[config.mk]
export PLATFORM = sky130hd
export DESIGN_NAME = store_buffer
export DESIGN_NICKNAME = d
export VERILOG_FILES = /design/src/rtl/rvscc_pkg.sv /design/src/rtl/store_buffer_match.sv /design/src/rtl/store_buffer.sv
export SDC_FILE = /design/constraint.sdc
export NUM_CORES = 1
export LEC_CHECK = 0
export CAP_MARGIN = 20
export CORE_UTILIZATION = 45
export DETAILED_ROUTE_END_ITERATION = 8
export PLACE_DENSITY_LB_ADDON = 0.12
export SETUP_SLACK_MARGIN = 0.02
export SLEW_MARGIN = 20
export SYNTH_ARGS = -nofsm -noshare
export SYNTH_HDL_FRONTEND = slang
export SYNTH_SLANG_ARGS = --single-unit
[constraint.sdc]
create_clock -name clk -period 9.1 [get_ports clk]
set_clock_uncertainty 0.05 [all_clocks]
set_input_delay 1.82 -clock clk [delete_from_list [all_inputs] [get_ports clk]]
set_output_delay 1.82 -clock clk [all_outputs]
set_load 0.005 [all_outputs]
[src/rtl/rvscc_pkg.sv]
// Shared store-buffer types: entry record and DEPTH-derived pointer width.
package rvscc_pkg;

  localparam int SB_N     = 32;
  localparam int SB_DEPTH = 4;

  function automatic int sb_ptr_w(input int depth);
    return (depth > 1) ? $clog2(depth) : 1;
  endfunction

  localparam int SB_PTR_W = sb_ptr_w(SB_DEPTH);

  typedef struct packed {
    logic [SB_N-1:0] addr;
    logic [SB_N-1:0] data;
    logic            valid;
  } sb_entry_t;

endpackage

[src/rtl/store_buffer_match.sv]
// Youngest-match search over buffered word addresses, scanning oldest to youngest from head.
module store_buffer_match
  import rvscc_pkg::*;
#(
  parameter int W     = SB_N - 2,
  parameter int DEPTH = SB_DEPTH,
  parameter int PW    = sb_ptr_w(DEPTH)
) (
  input  logic [DEPTH-1:0]        valid_i,
  input  logic [DEPTH-1:0][W-1:0] addr_i,
  input  logic [PW-1:0]           head_i,
  input  logic [W-1:0]            ld_addr_i,
  output logic                    hit_o,
  output logic [PW-1:0]           idx_o
);

  logic [PW-1:0] idx;

  // Later (younger) matches overwrite earlier ones.
  always_comb begin
    hit_o = 1'b0;
    idx_o = '0;
    idx   = '0;
    for (int k = 0; k < DEPTH; k++) begin
      idx = head_i + PW'(k);
      if (valid_i[idx] && (addr_i[idx] == ld_addr_i)) begin
        hit_o = 1'b1;
        idx_o = idx;
      end
    end
  end

endmodule

[src/rtl/store_buffer.sv]
// Word store buffer with in-order drain; store-to-load forwarding when STORE_BUFFER_FWD_EN is defined,
// otherwise loads stall until the buffer is empty.
module store_buffer
  import rvscc_pkg::*;
#(
  parameter int N     = SB_N,
  parameter int DEPTH = SB_DEPTH
) (
  input  logic         clk,
  input  logic         rst,
  input  logic         st_valid,
  output logic         st_ready,
  input  logic [N-1:0] st_addr,
  input  logic [N-1:0] st_data,
  input  logic         ld_valid,
  input  logic [N-1:0] ld_addr,
  output logic         ld_ready,
  output logic [N-1:0] ld_data,
  output logic [N-1:0] mem_addr,
  output logic [N-1:0] mem_write_data,
  output logic         mem_write_enable,
  input  logic [N-1:0] mem_read_data,
  output logic         empty
);

  localparam int PW = sb_ptr_w(DEPTH);
  localparam int CW = PW + 1;

  logic [PW-1:0]               head_q, head_d, tail_q, tail_d;
  logic [CW-1:0]               cnt_q, cnt_d;
  sb_entry_t [DEPTH-1:0]       ent_q, ent_d;

  logic full, empty_w, enq, load_go, drain;

  assign full     = (cnt_q == CW'(DEPTH));
  assign empty_w  = (cnt_q == '0);
  assign st_ready = !full;
  assign empty    = empty_w;
  assign enq      = st_valid && !full;
  assign load_go  = ld_valid && ld_ready;
  assign drain    = !empty_w && ent_q[head_q].valid && !load_go;

`ifdef STORE_BUFFER_FWD_EN
  logic [DEPTH-1:0]        vld_vec;
  logic [DEPTH-1:0][N-3:0] wa_vec;
  logic                    hit;
  logic [PW-1:0]           hit_idx;

  always_comb begin
    for (int i = 0; i < DEPTH; i++) begin
      vld_vec[i] = ent_q[i].valid;
      wa_vec[i]  = ent_q[i].addr[N-1:2];
    end
  end

  store_buffer_match #(
    .W     (N - 2),
    .DEPTH (DEPTH),
    .PW    (PW)
  ) u_match (
    .valid_i   (vld_vec),
    .addr_i    (wa_vec),
    .head_i    (head_q),
    .ld_addr_i (ld_addr[N-1:2]),
    .hit_o     (hit),
    .idx_o     (hit_idx)
  );

  assign ld_ready = 1'b1;
  assign ld_data  = hit ? ent_q[hit_idx].data : mem_read_data;
`else
  assign ld_ready = empty_w;
  assign ld_data  = mem_read_data;
`endif

  always_comb begin
    mem_addr         = '0;
    mem_write_data   = '0;
    mem_write_enable = 1'b0;
    if (load_go) begin
      mem_addr = ld_addr;
    end else if (drain) begin
      mem_addr         = ent_q[head_q].addr;
      mem_write_data   = ent_q[head_q].data;
      mem_write_enable = 1'b1;
    end
  end

  always_comb begin
    ent_d  = ent_q;
    head_d = head_q;
    tail_d = tail_q;
    cnt_d  = cnt_q;
    if (drain) begin
      ent_d[head_q].valid = 1'b0;
      head_d              = head_q + PW'(1);
    end
    if (enq) begin
      ent_d[tail_q].addr  = st_addr;
      ent_d[tail_q].data  = st_data;
      ent_d[tail_q].valid = 1'b1;
      tail_d              = tail_q + PW'(1);
    end
    unique case ({enq, drain})
      2'b10:   cnt_d = cnt_q + CW'(1);
      2'b01:   cnt_d = cnt_q - CW'(1);
      default: cnt_d = cnt_q;
    endcase
  end

  // Reset drops every pending store; nothing issues afterwards.
  always_ff @(posedge clk or posedge rst) begin
    if (rst) begin
      head_q <= '0;
      tail_q <= '0;
      cnt_q  <= '0;
      ent_q  <= '0;
    end else begin
      head_q <= head_d;
      tail_q <= tail_d;
      cnt_q  <= cnt_d;
      ent_q  <= ent_d;
    end
  end

endmodule

==> results.sh, run 1 <==
export IMPL_status="finished clean"
export IMPL_synthArstFlopShare_pct=100
export IMPL_hold_buffers=0
export IMPL_setup_ws_ns=3.46
export IMPL_die_area_um2=31500
export IMPL_min_to="ent_q[102]"
export IMPL_setup_tns_ns=0
export IMPL_drv_cap=0
export IMPL_r2r_start="head_q[1]"
export IMPL_final_setup_viol_count=0
export IMPL_cts_buffers_inserted=30
export IMPL_areaGrowthSynthToFinish_pct=16.6
export IMPL_hold_class="reg -> reg"
export IMPL_layout_drive_gt1_share_pct=37.4
export IMPL_slowest_delay_ns=0.76
export IMPL_drc=0
export IMPL_grt_pass1_vias=8512
export IMPL_end_kind="primary output"
export IMPL_synth_top_cell_by_area="dfrtp_1"
export IMPL_die_w_um=178
export IMPL_tightest_slew_ns=1.08
export IMPL_fin_hold_ws_ns=0.449
export IMPL_drv_slew=0
export IMPL_p_leak_nw=6.95
export IMPL_portBuffers=167
export IMPL_netlist_top_cells_area="dfrtp_1, mux2_4, mux2_2"
export IMPL_io_pins=232
export IMPL_clock_fmax_mhz=177
export IMPL_antenna_found_initial=1
export IMPL_path_class="reg -> out"
export IMPL_hold_viol_final=0
export IMPL_grt_overflow_total=0
export IMPL_cts_root_buffer="clkbuf_16"
export IMPL_synth_edf_count=0
export IMPL_clock_sinks=267
export IMPL_syn_area_um2=13900
export IMPL_synth_cell_types=28
export IMPL_synthesis_nets=1050
export IMPL_num_vias=7767
export IMPL_hpwl_um=17200
export IMPL_period_minus_slack_ns=5.64
export IMPL_min_from="ent_q[102]"
export IMPL_die_y_um=178
export IMPL_rows=63
export IMPL_antenna_cells=0
export IMPL_worstPathRequired_ns=7.23
export IMPL_synth_common_cells="dfrtp_1, mux2_4, mux2_2, nand2_1"
export IMPL_clk_pin_slew_ns=0.06
export IMPL_dp_slack_ns=3.56
export IMPL_startpoint_type="flip-flop"
export IMPL_cts_resized=0
export IMPL_synth_seq_cells=267
export IMPL_final_antenna_net_count=0
export IMPL_post_cts_buffers=0
export IMPL_cp_slowest_cell="or3_2"
export IMPL_track_usage_pct=20.1
export IMPL_grt_max_degree=153
export IMPL_min_path_cells=1
export IMPL_rsz0062_at_grt="no"
export IMPL_drtIter0Drc=339
export IMPL_clk_path_buf_depth=3
export IMPL_p_per_area_nw_per_um2=400
export IMPL_synth_top_area_share_pct=48.2
export IMPL_htree_levels=1
export IMPL_slew_headroom_pct=27.8
export IMPL_vias_per_cell=5.46
export IMPL_ir_drop_mv=0.202
export IMPL_arrival_ns=3.77
export IMPL_path_max_fanout=42
export IMPL_syn_mean_instance_area_um2=15.3
export IMPL_initial_core_util_pct=46.3
export IMPL_grt_pass1_wl_um=49400
export IMPL_gp_congestion=0.707
export IMPL_fin_nets=1157
export IMPL_seq_area_frac_synth_pct=48.2
export IMPL_rrSetupSlack_ns=5.67
export IMPL_yosysWarnings=0
export IMPL_r2r_end="cnt_q[2]"
export IMPL_cts_tree="built"
export IMPL_design_core_area_um2=30000
export IMPL_fin_crit_sh_pct=62.0
export IMPL_clk_latency_ns=0.54
export IMPL_wirelength_um=30100
export IMPL_syn_inst=908
export IMPL_synthMostInstantiatedCell="dfrtp_1"
export IMPL_crit_start="cnt_q[0]"
export IMPL_path_cells="or3_2 > nand2_1 > buf_4 > o311ai_0 > clkdlybuf4s50_1"
export IMPL_drt_pass1_iter_count=4
export IMPL_wl_per_cell_um=21.2
export IMPL_ff2ff_path_depth=9
export IMPL_ys_flop_type="dfrtp_1"
-- layout by cell type, fill, tap and decap left out, types with 10 or more instances in the layout --
cell | synthesis | layout
inv_1 | 15 | 14
clkbuf_16 | 0 | 31
mux4_2 | 33 | 33
buf_4 | 33 | 11
o311ai_0 | 32 | 32
mux2_4 | 196 | 196
and3_1 | 32 | 32
dfrtp_1 | 267 | 265
clkbuf_1 | 25 | 10
mux2i_1 | 32 | 32
nand4_1 | 32 | 32
mux2_2 | 96 | 96
clkdlybuf4s50_1 | 0 | 167
nand2_1 | 36 | 36
-- how the worst max path moves through the flow --
stage                        end  slack (ns)
floorplan               cnt_q[0]        3.70
global placement    mem_addr[21]        3.66
detailed placement  mem_addr[13]        3.56
CTS                 mem_addr[21]        3.31
global route        mem_addr[18]        3.10
finish              mem_addr[21]        3.46
-- metal layers --
metal / vias to the layer above / global-route usage (%) / routed length [µm]
li1: 3505 / - / -
met2: 149 / 31.6 / 14000
met1: 4065 / 29.3 / 14500
met3: 46 / 3.17 / 1160
met4: 2 / 3.74 / 437
met5: - / 0 / 12
-- registers in the layout, summed over array words and instances (netlist names) --
signal  cells
head_q      2
tail_q      2
ent_q     260
cnt_q       3
-- layout make-up --
| class | count | area, µm² |
|---|---|---|
| inverters | 15 | 60.1 |
| multi-input cells | 522 | 6220 |
| well taps | 390 | 488 |
| flip-flops and latches | 267 | 6690 |
| repair buffers | 179 | 1770 |
| clock buffers | 48 | 910 |
| fillers | 2523 | 13800 |
| clock inverters | 2 | 35.0 |
-- worst max-delay path: cells and delay by family (launching register included) --
kind                   cells  cell delay (ns)
and+or+nand+nor            2             1.42
AOI/OAI and AO/OA          1             0.38
DFF                        1             0.42
buffers and inverters      2             0.98
-- logic make-up after synthesis --
kind of cell	count (synthesis)	share of synthesized area, %
flip-flops	267	48.2
AND/OR/NAND/NOR	112	4.56
adder cells (fa/ha/maj)	10	0.956
AO/OA/AOI/OAI	39	2.33
multiplexers	357	36.7
buffers and inverters	119	7.09
XOR/XNOR	4	0.253
-- where the power goes --
| group | internal (W) | switching (W) |
|---|---|---|
| Clock | 0.000702 | 0.000464 |
| Sequential | 0.00181 | 0.000408 |
| Combinational | 0.00196 | 0.00113 |
| Total | 0.00447 | 0.00200 |
-- stage by stage --
step           util (%)  cell area (µm²)  cells  power [W]
3_5_place_dp       50.8            15200   1373    0.00536
4_1_cts            54.0            16200   1423    0.00657
6_report           54.0            16200   1423    0.00648
5_1_grt            54.0            16200   1423    0.00691
3_3_place_gp       50.8            15200   1373    0.00532
2_1_floorplan         -            13900    908    0.00440
Note: power is estimated with default switching activity, not from simulation.
==> run 2: changes to the inputs <==
clock period = 5.45 ns   (was 9.1 ns; I/O delays follow)
==> run 2 against run 1 <==
Compared with the run above:
- final cell count increased by 0.49%
- power is 68% higher
- global-route usage shrank 0.20 points
- combinational power increased by 69%
- count of clock-buffer cells in the layout down 1
- final area increased by 0.43%
- utilization up 0.23 points
- wire length rose by 1.3%
- critical endpoint is now mem_addr[29]
- largest cell class unchanged
==> results.sh, run 2 (synthesized netlist as in run 1, its figures left out) <==
export IMPL_largestRegisters="ent_q (260), cnt_q (3)"
export IMPL_design_core_area_um2=30000
export IMPL_clock_fmax_mhz=222
export IMPL_io_pins=232
export IMPL_drt_pass1_iter_count=4
export IMPL_wirelength_um=30500
export IMPL_startpoint_type="flip-flop"
export IMPL_setup_tns_ns=0
export IMPL_htree_levels=1
export IMPL_clockPowerShare_pct=18.1
export IMPL_grt_overflow_total=0
export IMPL_mostFrequentLayoutCells="dfrtp_1, mux2_4, clkdlybuf4s50_1"
export IMPL_worstPathRequired_ns=4.31
export IMPL_end_kind="primary output"
export IMPL_fin_cells=1430
export IMPL_cts_buffers_inserted=30
export IMPL_switching_share_pct=31.1
export IMPL_clock_sinks=267
export IMPL_post_cts_buffers=0
export IMPL_final_seq_area_um2=6690
export IMPL_status="finished clean"
export IMPL_hold_buffers=0
export IMPL_die_area_um2=31500
export IMPL_rrSetupSlack_ns=2.16
export IMPL_clk_pin_slew_ns=0.06
export IMPL_antenna_found_initial=2
export IMPL_cts_resized=0
export IMPL_arrival_ns=3.37
export IMPL_multi_input_area_um2=6220
export IMPL_p_int_w=0.00749
export IMPL_path_max_fanout=26
export IMPL_track_usage_pct=19.9
export IMPL_tightest_slew_ns=1.04
export IMPL_hold_class="reg -> reg"
export IMPL_drtIter0Drc=360
export IMPL_gp_congestion=0.713
export IMPL_fin_nets=1160
export IMPL_layout_drive_gt1_share_pct=37.8
export IMPL_total_power_w=0.0109
export IMPL_drv_slew=0
export IMPL_p_per_area_nw_per_um2=669
export IMPL_p_leak_nw=6.99
export IMPL_p_comb_share_pct=48.1
export IMPL_final_setup_viol_count=0
export IMPL_finalCoreUtilization_pct=54.2
export IMPL_period_minus_slack_ns=4.51
export IMPL_grt_pass1_wl_um=49000
export IMPL_hold_viol_final=0
export IMPL_ir_drop_mv=0.419
export IMPL_cts_root_buffer="clkbuf_16"
export IMPL_grt_pass1_vias=8605
export IMPL_initial_core_util_pct=46.3
export IMPL_num_vias=7750
export IMPL_drc=0
export IMPL_clk_latency_ns=0.54
export IMPL_grt_max_degree=163
export IMPL_wl_per_cell_um=21.3
export IMPL_die_w_um=178
export IMPL_final_antenna_net_count=0
export IMPL_hpwl_um=17500
export IMPL_slew_headroom_pct=30.7
export IMPL_die_y_um=178
export IMPL_areaGrowthSynthToFinish_pct=17.1
export IMPL_final_cell_area_um2=16200
export IMPL_post_dp_cell_area_um2=15300
export IMPL_switching_power_w=0.00338
export IMPL_largest_reg_flops=260
export IMPL_seq_power_share_pct=33.8
export IMPL_cts_tree="built"
export IMPL_regMostFlops="ent_q"
export IMPL_drv_cap=0
export IMPL_final_common_cell="dfrtp_1"
export IMPL_rows=63
export IMPL_clk_path_buf_depth=3
export IMPL_rsz0062_at_grt="no"
export IMPL_num_fill_cells=2517
export IMPL_portBuffers=167
export IMPL_path_class="reg -> out"
export IMPL_fin_crit_sh_pct=82.8
export IMPL_dp_cells=1376
export IMPL_vias_per_cell=5.42
[run 2: cell count changes in the layout (fill, tap and decap cells not counted)]
cell        delta
buf_4          +1
clkinv_2       +3
buf_12         +2
clkinvlp_4     +1
diode_2        +1
clkbuf_1       -1
[run 2: metrics by stage]
step                hold WS [ns]  worst slack, ns
floorplan                  0.420            0.785
global placement           0.434             1.46
detailed placement         0.439             1.41
CTS                        0.454            0.839
global route               0.464            0.659
finish                     0.453            0.938
[run 2: cell type report]
cell class / instances / share of cell area, %
diodes: 1 / 0.0154
clock buffers: 47 / 5.58
clock inverters: 6 / 0.354
inverters: 15 / 0.370
multi-input cells: 522 / 38.3
flip-flops and latches: 267 / 41.2
well taps: 390 / 3.00
repair buffers: 182 / 11.2
[run 2: per-layer routing]
| metal | up-vias | global-route usage [%] | share of wire, % |
|---|---|---|---|
| met2 | 168 | 31.8 | 46 |
| met1 | 4008 | 28.6 | 48 |
| met3 | 43 | 2.72 | 4.4 |
| met4 | 2 | 4.42 | 1.6 |
| met5 | - | 0 | 0.043 |
| li1 | 3529 | - | - |
[run 2: power by group through the flow]
stage          Combinational, W  Clock [W]  Sequential, W
2_1_floorplan           0.00394          0        0.00341
3_3_place_gp            0.00523          0        0.00367
3_5_place_dp            0.00529          0        0.00369
4_1_cts                 0.00531    0.00201        0.00369
5_1_grt                 0.00564    0.00209        0.00382
6_report                0.00523    0.00196        0.00368
[run 2: final timing paths]
| path | from | endpoint | cells past startpoint |
|---|---|---|---|
| setup / recovery | head_q[1] | mem_addr[29] | 5 |
| max in group asynchronous | rst | head_q[0] | 3 |
| setup reg to reg | head_q[0] | cnt_q[2] | 9 |
| min in group asynchronous | rst | ent_q[138] | 2 |
| hold reg to reg | ent_q[103] | ent_q[103] | 1 |
| hold / removal | ent_q[103] | ent_q[103] | 1 |
[run 2: critical path, stage by stage (launching register included)]
cell	delay, ns
dfrtp_4	0.64
mux2_2	0.29
nand2_1	0.54
buf_4	0.41
o311ai_0	0.35
clkdlybuf4s50_1	0.57
